`src/rtl/main_mem_responder.sv`:
```
`default_nettype none
// ============================================================================
// Module      : main_mem_responder
// Description : Memory-side end of the cache/main-memory bank transfer
//               protocol. Serves bank fills (streams 512 words from a
//               fixed-latency external memory into the cache RAM) and bank
//               write-backs (stores 512 evicted words, one per acknowledge).
// Ports       : clk, rst            - clock, async active-high reset
//               req_rd/req_wr       - fill / write-back request levels
//               req_bank            - bank index, latched on acceptance
//               wr_data             - evicted word at the cache read index
//               mem_wr_ack          - fill command ack / per-word write ack
//               cache_wr_*          - fill word write port into the cache
//               ext_*               - external word memory interface
//               busy                - responder not idle
// Revision    : 1.0 - initial release
// ============================================================================
module main_mem_responder #(
    parameter int DATA_W = 32,
    parameter int BANK_W = 9,
    parameter int RD_LAT = 2
) (
    input  logic                clk,
    input  logic                rst,
    input  logic                req_rd,
    input  logic                req_wr,
    input  logic [BANK_W-1:0]   req_bank,
    input  logic [DATA_W-1:0]   wr_data,
    output logic                mem_wr_ack,
    output logic                cache_wr_en,
    output logic [8:0]          cache_wr_addr,
    output logic [DATA_W-1:0]   cache_wr_data,
    output logic                cache_wr_done,
    output logic [BANK_W+8:0]   ext_addr,
    output logic                ext_re,
    output logic                ext_we,
    output logic [DATA_W-1:0]   ext_wdata,
    input  logic [DATA_W-1:0]   ext_rdata,
    input  logic                ext_ready,
    output logic                busy
);

    localparam logic [8:0] c_LAST_IDX = 9'd511;

    typedef enum logic [2:0] {
        S_IDLE      = 3'd0,
        S_RD_ACK    = 3'd1,
        S_RD_STREAM = 3'd2,
        S_RD_DRAIN  = 3'd3,
        S_WR_GAP    = 3'd4,
        S_WR_ACK    = 3'd5,
        S_DONE      = 3'd6
    } state_t;

    state_t                 r_state;
    state_t                 w_next;
    logic [BANK_W-1:0]      r_bank;
    logic [8:0]             r_cnt;      // read issue index or write-back index

    // Read-return delay line: entry RD_LAT-1 lines up with ext_rdata.
    logic [RD_LAT-1:0]      r_pipe_vld;
    logic [8:0]             r_pipe_idx [RD_LAT];

    logic                   w_ret_vld;
    logic [8:0]             w_ret_idx;
    logic                   w_ack;
    logic                   w_re;
    logic                   w_we;
    logic [BANK_W+8:0]      w_ext_addr;
    logic [DATA_W-1:0]      w_ext_wdata;

    assign w_ret_vld = r_pipe_vld[RD_LAT-1];
    assign w_ret_idx = r_pipe_idx[RD_LAT-1];

    always_comb begin
        w_next      = r_state;
        w_ack       = 1'b0;
        w_re        = 1'b0;
        w_we        = 1'b0;
        w_ext_addr  = '0;
        w_ext_wdata = '0;
        case (r_state)
            S_IDLE: begin
                // Write-back has priority: the dirty bank must leave first.
                if (req_wr) begin
                    w_next = S_WR_GAP;
                end else if (req_rd) begin
                    w_next = S_RD_ACK;
                end
            end
            S_RD_ACK: begin
                w_ack  = 1'b1;
                w_next = S_RD_STREAM;
            end
            S_RD_STREAM: begin
                if (ext_ready) begin
                    w_re       = 1'b1;
                    w_ext_addr = {r_bank, r_cnt};
                    if (r_cnt == c_LAST_IDX) begin
                        w_next = S_RD_DRAIN;
                    end
                end
            end
            S_RD_DRAIN: begin
                if (w_ret_vld && (w_ret_idx == c_LAST_IDX)) begin
                    w_next = S_DONE;
                end
            end
            S_WR_GAP: begin
                // Lets the cache RAM output settle on the advanced index.
                w_next = S_WR_ACK;
            end
            S_WR_ACK: begin
                if (ext_ready) begin
                    w_we        = 1'b1;
                    w_ack       = 1'b1;
                    w_ext_addr  = {r_bank, r_cnt};
                    w_ext_wdata = wr_data;
                    w_next      = (r_cnt == c_LAST_IDX) ? S_DONE : S_WR_GAP;
                end
            end
            S_DONE: begin
                // Wait for both request levels to drop so a lingering level
                // does not start a second transfer.
                if (!req_rd && !req_wr) begin
                    w_next = S_IDLE;
                end
            end
            default: begin
                w_next = S_IDLE;
            end
        endcase
    end

    always_ff @(posedge clk or posedge rst) begin
        if (rst) begin
            r_state <= S_IDLE;
            r_bank  <= '0;
            r_cnt   <= '0;
        end else begin
            r_state <= w_next;
            if ((r_state == S_IDLE) && (req_rd || req_wr)) begin
                r_bank <= req_bank;
            end
            if ((r_state == S_IDLE) || (r_state == S_RD_ACK)) begin
                r_cnt <= '0;
            end else if (w_re || w_we) begin
                r_cnt <= r_cnt + 9'd1;
            end
        end
    end

    always_ff @(posedge clk or posedge rst) begin
        if (rst) begin
            r_pipe_vld <= '0;
            for (int i = 0; i < RD_LAT; i++) begin
                r_pipe_idx[i] <= '0;
            end
        end else begin
            r_pipe_vld[0] <= w_re;
            r_pipe_idx[0] <= r_cnt;
            for (int i = 1; i < RD_LAT; i++) begin
                r_pipe_vld[i] <= r_pipe_vld[i-1];
                r_pipe_idx[i] <= r_pipe_idx[i-1];
            end
        end
    end

    assign mem_wr_ack    = w_ack;
    assign ext_re        = w_re;
    assign ext_we        = w_we;
    assign ext_addr      = w_ext_addr;
    assign ext_wdata     = w_ext_wdata;
    assign cache_wr_en   = w_ret_vld;
    assign cache_wr_addr = w_ret_vld ? w_ret_idx : 9'd0;
    assign cache_wr_data = w_ret_vld ? ext_rdata : '0;
    assign cache_wr_done = w_ret_vld && (w_ret_idx == c_LAST_IDX);
    assign busy          = (r_state != S_IDLE);

endmodule
`default_nettype wire
```
`config.mk`:
```
export PLATFORM = sky130hd
export DESIGN_NAME = main_mem_responder
export DESIGN_NICKNAME = d
export VERILOG_FILES = /design/src/rtl/main_mem_responder.sv
export SDC_FILE = /design/constraint.sdc
export NUM_CORES = 1
export LEC_CHECK = 0
export BUFFER_PORTS_ARGS = -buffer_cell sky130_fd_sc_hd__buf_2
export CORE_ASPECT_RATIO = 1.2
export CORE_MARGIN = 10
export CORE_UTILIZATION = 30
export DETAILED_ROUTE_END_ITERATION = 10
export PLACE_DENSITY = 0.71
export SKIP_LAST_GASP = 1
export SLEW_MARGIN = 20
export SYNTH_ARGS = -nofsm -noshare
export SYNTH_HDL_FRONTEND = slang
export SYNTH_SLANG_ARGS = --single-unit
```
`constraint.sdc`:
```
create_clock -name clk -period 3.8 [get_ports clk]
set_input_delay 0.57 -clock clk [delete_from_list [all_inputs] [get_ports clk]]
set_output_delay 0.57 -clock clk [all_outputs]
set_load 0.03 [all_outputs]
```
# [Yosys cells after proc, flatten, opt, wreduce, memory -nomap -nowiden]
# Cells that the tools add are included.
[totals] output_inout_bits=97 input_bits=78 regBits=41 word_cells=55
[classes] mux=21 n_reduce_logical=13 eq_ne=14 add_sub_neg=1
[ops] cell="$mux 32" n=3
[ops] cell="$mux 18" n=2
[ops] cell="$mux 9" n=3
[ops] cell="$mux 3" n=7
[ops] cell="$pmux 3 s7" n=1
[ops] cell="$eq 9x9->1 const B" n=2
[ops] cell="$ne 2x2->1 const B" n=5
[ops] cell="$add 9x1->9 const B" n=1
[ops] cell="$eq 3x3->1 const B" n=3
[ops] cell="$eq 3x2->1 const B" n=2
[ops] cell="$reduce_and 6->1" n=1
[ops] cell="$eq 3x1->1 const B" n=1
[ops] cell="$logic_and 1x1->1" n=3
[ops] cell="$logic_not 3->1" n=1
[ops] cell="$logic_or 1x1->1" n=3
[ops] cell="$mux 1" n=3
[ops] cell="$ne 3x3->1 const B" n=1
[ops] cell="$reduce_bool 3->1" n=1
[ops] cell="$logic_not 1->1" n=2
[ops] cell="$mux 2" n=1
[ops] cell="$pmux 1 s2" n=1
[ops] cell="$reduce_bool 2->1" n=1
[ops] cell="$reduce_or 2->1" n=1

# [Depth between registers and ports, before layout]
# Gate-level depths: netlist of the first run.
[logic_depth] ltp_word=5 depth_mapped=8 depth_no_buf=8

# [Least setup slack after synthesis of the first run]
# No wires, ideal clock.
[synth_timing] kind="input to output" from="in ext_ready" to="out ext_wdata[22]" stages=4 path_slack_ps=1612 n_path_buf=1 arrival_ps=1618 cell_sequence="nand4b_4 inv_1 clkbuf_1 and2_1"
[synth_between] elab_chain_cells=2
[synth_rtl] element="from (decl)" line="39" source="input logic ext_ready,"
[synth_rtl] element="$mux 32" line="114" source="if (ext_ready) begin"
[synth_rtl] element="$mux 32" line="82" source="case (r_state)"
[synth_rtl] element="to (decl)" line="37" source="output logic [DATA_W-1:0] ext_wdata,"
# Every way passes these cells.

# [Final worst setup path of the first run]
[layout_timing] from="reg r_state[2]" to="out ext_wdata[24]"
[layout_between] elab_chain_cells=2
[layout_rtl] element="from (decl)" line="55" source="state_t r_state;"
[layout_rtl] element="from (signal assigned)" line="141" source="r_state <= w_next;"
[layout_rtl] element="$eq 3x3->1" line="82"
[layout_rtl] element="$mux 32" line="82"
# Every way passes these cells.

==> run summary, run 1 <==
Status - completed
Area leader, netlist - dfrtp_1
LEAKAGE - 1.94 nW
CP endpoint kind - output port
Commonest non-fill, non-tap cell in the layout - buf_2
Final Util - 44.8%
Port bufs - 174
Worst min path class - in -> async
Slew @ Worst Pin - 0.807 ns
Placed inst area - 3190 µm²
Clock sinks - 41
GPL Wtd Cong - 0.815
Most frequent cells in the layout - 174 x buf_2, 90 x and2_1, 41 x dfrtp_1
Clock Pin Slew Worst Setup and Hold Paths - 0.08 ns
Critical Setup Path Class - reg -> out
Rows - 34
Average size of a mapped cell - 9.87 µm²
Post-CTS resize count - 0
CTS H-tree lvls - 2
CTS Buf Count - 5
Post-synthesis register bit count - 41
Syn_nets - 310
Die Wd - 99.4 µm
Mapped cell area - 2270 µm²
Critical path arrival - 2.16 ns
Req. time, crit path - 3.23 ns
Post-CTS Setup Bufs - 0
# IOs - 175
Vias per inst - 4.40
Fin. max-slew vios - 0
Remaining antenna violation count after routing - 0
Number of fill cells - 728
Clock buffer depth - 2
PD cells - 505 nW/µm²
Vias in the first global route - 2241
Area share of the largest cell type after synthesis - 45.2%
Die area - 11500 µm²
Layout Skew - 0.00973 ns
Worst rel slew slack - 46.2%
Unique cell type count in the Yosys netlist - 38
Synth top area cells - dfrtp_1 45%, and2_1 25%, mux2_2 4.5%
Worst-Skew Late Latency - 0.30 ns
Fin area - 3280 µm²
GRT Overall Usage - 12.2%
Core box area - 7320 µm²
CTS tree - built
Yosys warns - 0
Worst-case vdd ir drop - 0.254 mV
Area Overhead vs Synth - 44.3%
Hold Vio Cnt, Final - 0
First DRT Iteration DRCs - 71
Final net count - 478
Final worst path period share - 71.8%
Largest net degree at the start of global routing - 43
Average routed wire per standard cell - 15.5 µm
Achievable clock frequency - 367 MHz
Grt total ovfl - 0
CP max FO - 38
Final Critical Period - 2.73 ns
RSZ-0062 raised after global routing - no
DRT Pass-1 Iters - 4
Fin Setup TNS - 0 ns
Max-cap violations - 0
Setup crit start kind - flop
Final WL - 7570 µm
Final setup vio count - 0
Cell count after synthesis - 230
Drc violations - 0
Post-synthesis sequential area ratio - 45.2%
Root Driver - clkbuf_8
Hold buffer count at cts - 0
Ant diodes - 0
Die H - 115 µm
Global-route wire length before repair - 11500 µm
Layout cells sized above 1 - 49.6%
Total vias in the final route - 2150
Starting Density - 31.0%
Post-DP HPWL - 6330 µm
Antenna violations before repair - 0
Final hold slack - 0.316 ns
-- critical path, stage by stage, from the launching register on --
cell      delay, ns
dfrtp_1        0.56
nand4b_4       0.25
inv_1          0.63
and2_1         0.22
buf_2          0.20
-- where the power goes --
group | leakage (nW) | total (mW) | switching [mW] | internal, mW
clock network | 0.0439 | 0.277 | 0.150 | 0.127
logic | 1.36 | 0.735 | 0.458 | 0.277
registers | 0.543 | 0.642 | 0.108 | 0.534
-- path summary, 6_finish.rpt --
check,from,endpoint,slack [ns],cells after the start
max reg2reg,r_state[2],r_cnt[6],1.84,4
min,rst,r_bank[1],0.32,2
max in group asynchronous,rst,r_cnt[7],2.87,3
max,r_state[2],ext_wdata[24],1.07,4
min in group clk,r_pipe_idx[14],w_ret_idx[5],0.35,0
min reg2reg,r_pipe_idx[14],w_ret_idx[5],0.35,0
-- area by class of cell --
| cell class | count | area [µm²] | share of cell area [%] |
|---|---|---|---|
| multi-input cells | 169 | 1150 | 35.1 |
| flip-flops and latches | 41 | 1030 | 31.3 |
| inverters | 6 | 22.5 | 0.687 |
| clock buffers | 5 | 68.8 | 2.10 |
| clock inverters | 3 | 17.5 | 0.535 |
| repair buffers | 175 | 878 | 26.8 |
| well taps | 90 | 113 | 3.44 |
-- per-layer routing --
layer / GRT usage [%] / vias to the layer above / part of all wire [%]
li1: - / 1079 / -
met3: 5.28 / 6 / 10
met4: 3.16 / 0 / 0.78
met5: 0 / - / 0
met1: 12.3 / 953 / 37
met2: 22.5 / 112 / 52
-- synth_stat cells --
cell and n:
a2111oi_4 1, o41ai_1 1, inv_1 6, dfrtp_1 41, nor3b_1 1, o21bai_1 1, a21oi_1 5, mux2i_1 6
mux2_2 9, nand3_1 6, nand2_1 13, nand2b_1 3, nor4_1 1, a221oi_1 1, o2111ai_1 1, o21a_1 1
nor3_1 1, and2_1 90, clkbuf_1 7, clkbuf_2 2, nand4_1 3, and3_1 2, or3_1 1, o21ai_0 6
a211oi_1 2, buf_4 4, and2b_1 1, ha_1 2, or2_2 1, a22o_1 1, nor2_1 3, nor2b_1 1
nand4b_4 1, nand4bb_1 1, nor2_8 1, a21o_1 1, nand2_2 1, buf_2 1
-- registers in the layout (all words and copies together), names as in the netlist --
signal and flops:
r_bank 9, w_ret_idx 9, r_pipe_idx 9, r_cnt 9
r_state 3, r_pipe_vld 2
-- metrics by stage --
stage / setup WS, ns / cells / power [mW]
floorplan: 1.61 / 230 / 1.19
global placement: 1.31 / 481 / 1.38
detailed placement: 1.25 / 481 / 1.40
CTS: 1.05 / 489 / 1.68
global route: 0.826 / 489 / 1.76
finish: 1.07 / 489 / 1.65
-- cells by family after synthesis --
logic type / synth area share (%)
AO/OA/AOI/OAI: 6.83
adder cells (fa/ha/maj): 1.10
buffers and inverters: 4.13
flip-flops: 45.2
multiplexers: 7.11
AND/OR/NAND/NOR: 35.6
Power figures use the tool's default switching activity.
==> inputs of run 2 (changes only) <==
--- a/config.mk
+++ b/config.mk
@@ -5,12 +5,13 @@
 export SDC_FILE = /design/constraint.sdc
 export NUM_CORES = 1
 export LEC_CHECK = 0
+export ABC_AREA = 1
 export BUFFER_PORTS_ARGS = -buffer_cell sky130_fd_sc_hd__buf_2
 export CORE_ASPECT_RATIO = 1.2
 export CORE_MARGIN = 10
 export CORE_UTILIZATION = 30
 export DETAILED_ROUTE_END_ITERATION = 10
-export PLACE_DENSITY = 0.71
+export PLACE_DENSITY = 0.72
 export SKIP_LAST_GASP = 1
 export SLEW_MARGIN = 20
 export SYNTH_ARGS = -nofsm -noshare
==> constraint.sdc (replaced) <==
create_clock -name clk -period 2.3 [get_ports clk]
set_input_delay 0.345 -clock clk [delete_from_list [all_inputs] [get_ports clk]]
set_output_delay 0.345 -clock clk [all_outputs]
set_load 0.03 [all_outputs]
==> run 2 against run 1 <==
Net effect: global-route usage down 0.39 points; clock skew down 0.0020 ns; flip-flop and latch count unchanged; area after synthesis up 10%; clock power up 150%; die area up 8.2%; sequential power up 56%; design area up 8.4%; critical path type unchanged; critical endpoint is now ext_addr[6]; highest routed layer unchanged.
==> run summary, run 2 <==
Post-synth EDFFs - 0 (unchanged)
RSZ-0062 raised after global routing - no
Dpl ws - 0.247 ns (-1.00 ns)
Post-DP HPWL - 6520 µm (+3.0%)
Req. time, crit path - 1.96 ns (-1.27 ns)
Non-filler cells, final - 635 (+30%)
Post-synthesis register bit count - 41 (unchanged)
Largest net degree at the start of global routing - 42 (-2.3%)
Fin. max-slew vios - 0 (unchanged)
FF+latch area - 1030 µm² (unchanged)
Starting Density - 30.8% (-0.20 points)
Clock sinks - 41 (unchanged)
Mapped cell area - 2500 µm² (+10%)
Average routed wire per standard cell - 12.1 µm (-22%)
Die H - 120 µm (+4.1%)
Grt total ovfl - 0 (unchanged)
Commonest non-fill, non-tap cell in the layout - buf_2
Cell depth of the worst flop-to-flop path - 13 (+9)
Worst-case vdd ir drop - 0.499 mV (+96%)
Hold buffer count at cts - 0 (unchanged)
Most common library cells after synthesis - 114 x nand2_1, 73 x nor2_1, 69 x inv_1
Vias per inst - 4.38 (-0.39%)
Worst rel slew slack - 65.8% (+20 points)
Post-synthesis sequential area ratio - 41.0% (-4.1 points)
Root Driver - clkbuf_8
Final WL - 7710 µm (+1.8%)
Setup crit end - ext_addr[6]
Most frequent cells in the layout - 174 x buf_2, 114 x nand2_1, 73 x nor2_1
Achievable clock frequency - 474 MHz
Antenna violations before repair - 0 (unchanged)
Total vias in the final route - 2781 (+29%)
Layout cells sized above 1 - 38.1% (-11 points)
Area leader, netlist - dfrtp_1
Drc violations - 0 (unchanged)
Cell count after synthesis - 371 (+61%)
Clock Pin Slew Worst Setup and Hold Paths - 0.08 ns (about the same)
Ys flop type - dfrtp_1
Status - completed
Yosys warns - 0 (unchanged)
Ant diodes - 0 (unchanged)
Min setup slack post-route - 0.190 ns (-0.882 ns)
Area Overhead vs Synth - 42.1%
Critical Setup Path Class - reg -> out
Ys async rst share - 100% (unchanged)
CTS H-tree lvls - 2 (unchanged)
Final hold slack - 0.159 ns (-0.156 ns)
Remaining antenna violation count after routing - 0 (unchanged)
Die Wd - 103 µm (+3.9%)
Most common cell in the netlist - nand2_1
Final worst path period share - 91.7%
LEAKAGE - 2.46 nW (+27%)
Die area - 12400 µm² (+8.2%)
Vias in the first global route - 2845 (+27%)
Rows - 36 (+5.9%)
Worst path max stage delay - 0.56 ns (-0.07 ns)
Worst min path class - in -> async
Synth top area cells - dfrtp_1 41%, nand2_1 17%, nor2_1 11%
Area share of the largest cell type after synthesis - 41.0% (-4.1 points)
Critical-path cell list - nor2_8 > nand2_2 > nand2_2 > nand2_4 > nor2_1 > buf_2
Inst Count DP - 627 (+30%)
Fin Setup TNS - 0 ns (unchanged)
Worst-Skew Late Latency - 0.29 ns (about the same)
Syn_nets - 451 (+45%)
Final setup vio count - 0 (unchanged)
Hold Vio Cnt, Final - 0 (unchanged)
Worst r2r src - r_cnt[0]
Final net count - 619 (+29%)
GPL Wtd Cong - 0.841 (+3.1%)
Layout Skew - 0.00774 ns (-0.00198 ns)
DRT Pass-1 Iters - 4 (unchanged)
PD cells - 888 nW/µm² (+76%)
CP max FO - 22 (-42%)
Slew @ Worst Pin - 0.513 ns (-0.294 ns)
Final Critical Period - 2.11 ns
FF-to-FF setup slack - 0.23 ns (-1.61 ns)
Number of fill cells - 819 (+13%)
Setup crit start kind - flop
Max-cap violations - 0 (unchanged)
Most used cell, CP - nand2_2
Final Util - 43.8% (-0.96 points)
Core box area - 8110 µm² (+11%)
Multi-input logic area - 1100 µm² (-4.3%)
Critical path arrival - 1.76 ns (-0.40 ns)
Worst setup path startpoint - r_state[0]
Max stage delay cell, worst path - dfrtp_1
Post-CTS resize count - 0 (unchanged)
Average size of a mapped cell - 6.74 µm² (-32%)
CP endpoint kind - output port
Port bufs - 174 (unchanged)
First DRT Iteration DRCs - 92 (+30%)
# IOs - 175 (unchanged)
CTS Buf Count - 5 (unchanged)
Clock buffer depth - 2 (unchanged)
Worst R2R End - r_state[0]
Global-route wire length before repair - 12300 µm (+6.6%)
CTS tree - built
GRT Overall Usage - 11.8% (-0.39 points)
Unique cell type count in the Yosys netlist - 26 (-32%)
Post-CTS Setup Bufs - 0 (unchanged)
[run 2: cells by family (layout without fill, tap and decap cells)]
kind of cell               Yosys count  after routing  share of synthesized area [%]
AOI/OAI and AO/OA                   18             18                           4.20
buffers and inverters               88            257                           14.9
DFF                                 41             41                           41.0
adders and majority gates            2              2                           1.00
and+or+nand+nor                    222            222                           38.8
[run 2: worst min path at each step]
stage,slack [ns],depth (start not counted),to
final,0.16,3,r_pipe_idx[15]
after global routing,0.19,3,r_cnt[6]
after CTS,0.17,3,r_bank[1]
after detailed placement,0.33,0,w_ret_idx[2]
after global placement,0.33,0,r_pipe_vld[1]
after floorplan,0.33,0,r_pipe_vld[1]
[run 2: worst max-delay path: cells and delay by family, from the launching register on]
family,cells,cell delay (ns)
buf+inv,1,0.23
flops,1,0.56
simple gates,5,0.68
[run 2: layout make-up]
type	count	share of cell area, %
clock buffers	5	1.94
clock inverters	3	1.94
inverters	71	7.57
multi-input cells	242	31.0
flip-flops and latches	41	28.9
well taps	95	3.35
repair buffers	178	25.4
[run 2: metrics by stage]
stage               power [mW]  area, µm²
floorplan                 2.15       2500
global placement          2.46       3420
detailed placement        2.50       3420
CTS                       3.20       3550
global route              3.39       3550
finish                    3.15       3550
[run 2: report_power, final]
group | switching [mW] | internal, mW
clock | 0.253 | 0.437
sequential | 0.141 | 0.862
combinational | 1.04 | 0.420
total | 1.43 | 1.72
[run 2: metal layers]
layer	GRT usage, %	wire length [µm]	up-vias
met5	0	0	-
met4	1.83	25	0
met3	7.46	1340	3
met2	20.7	3460	143
met1	11.6	2890	1212
li1	-	-	1423
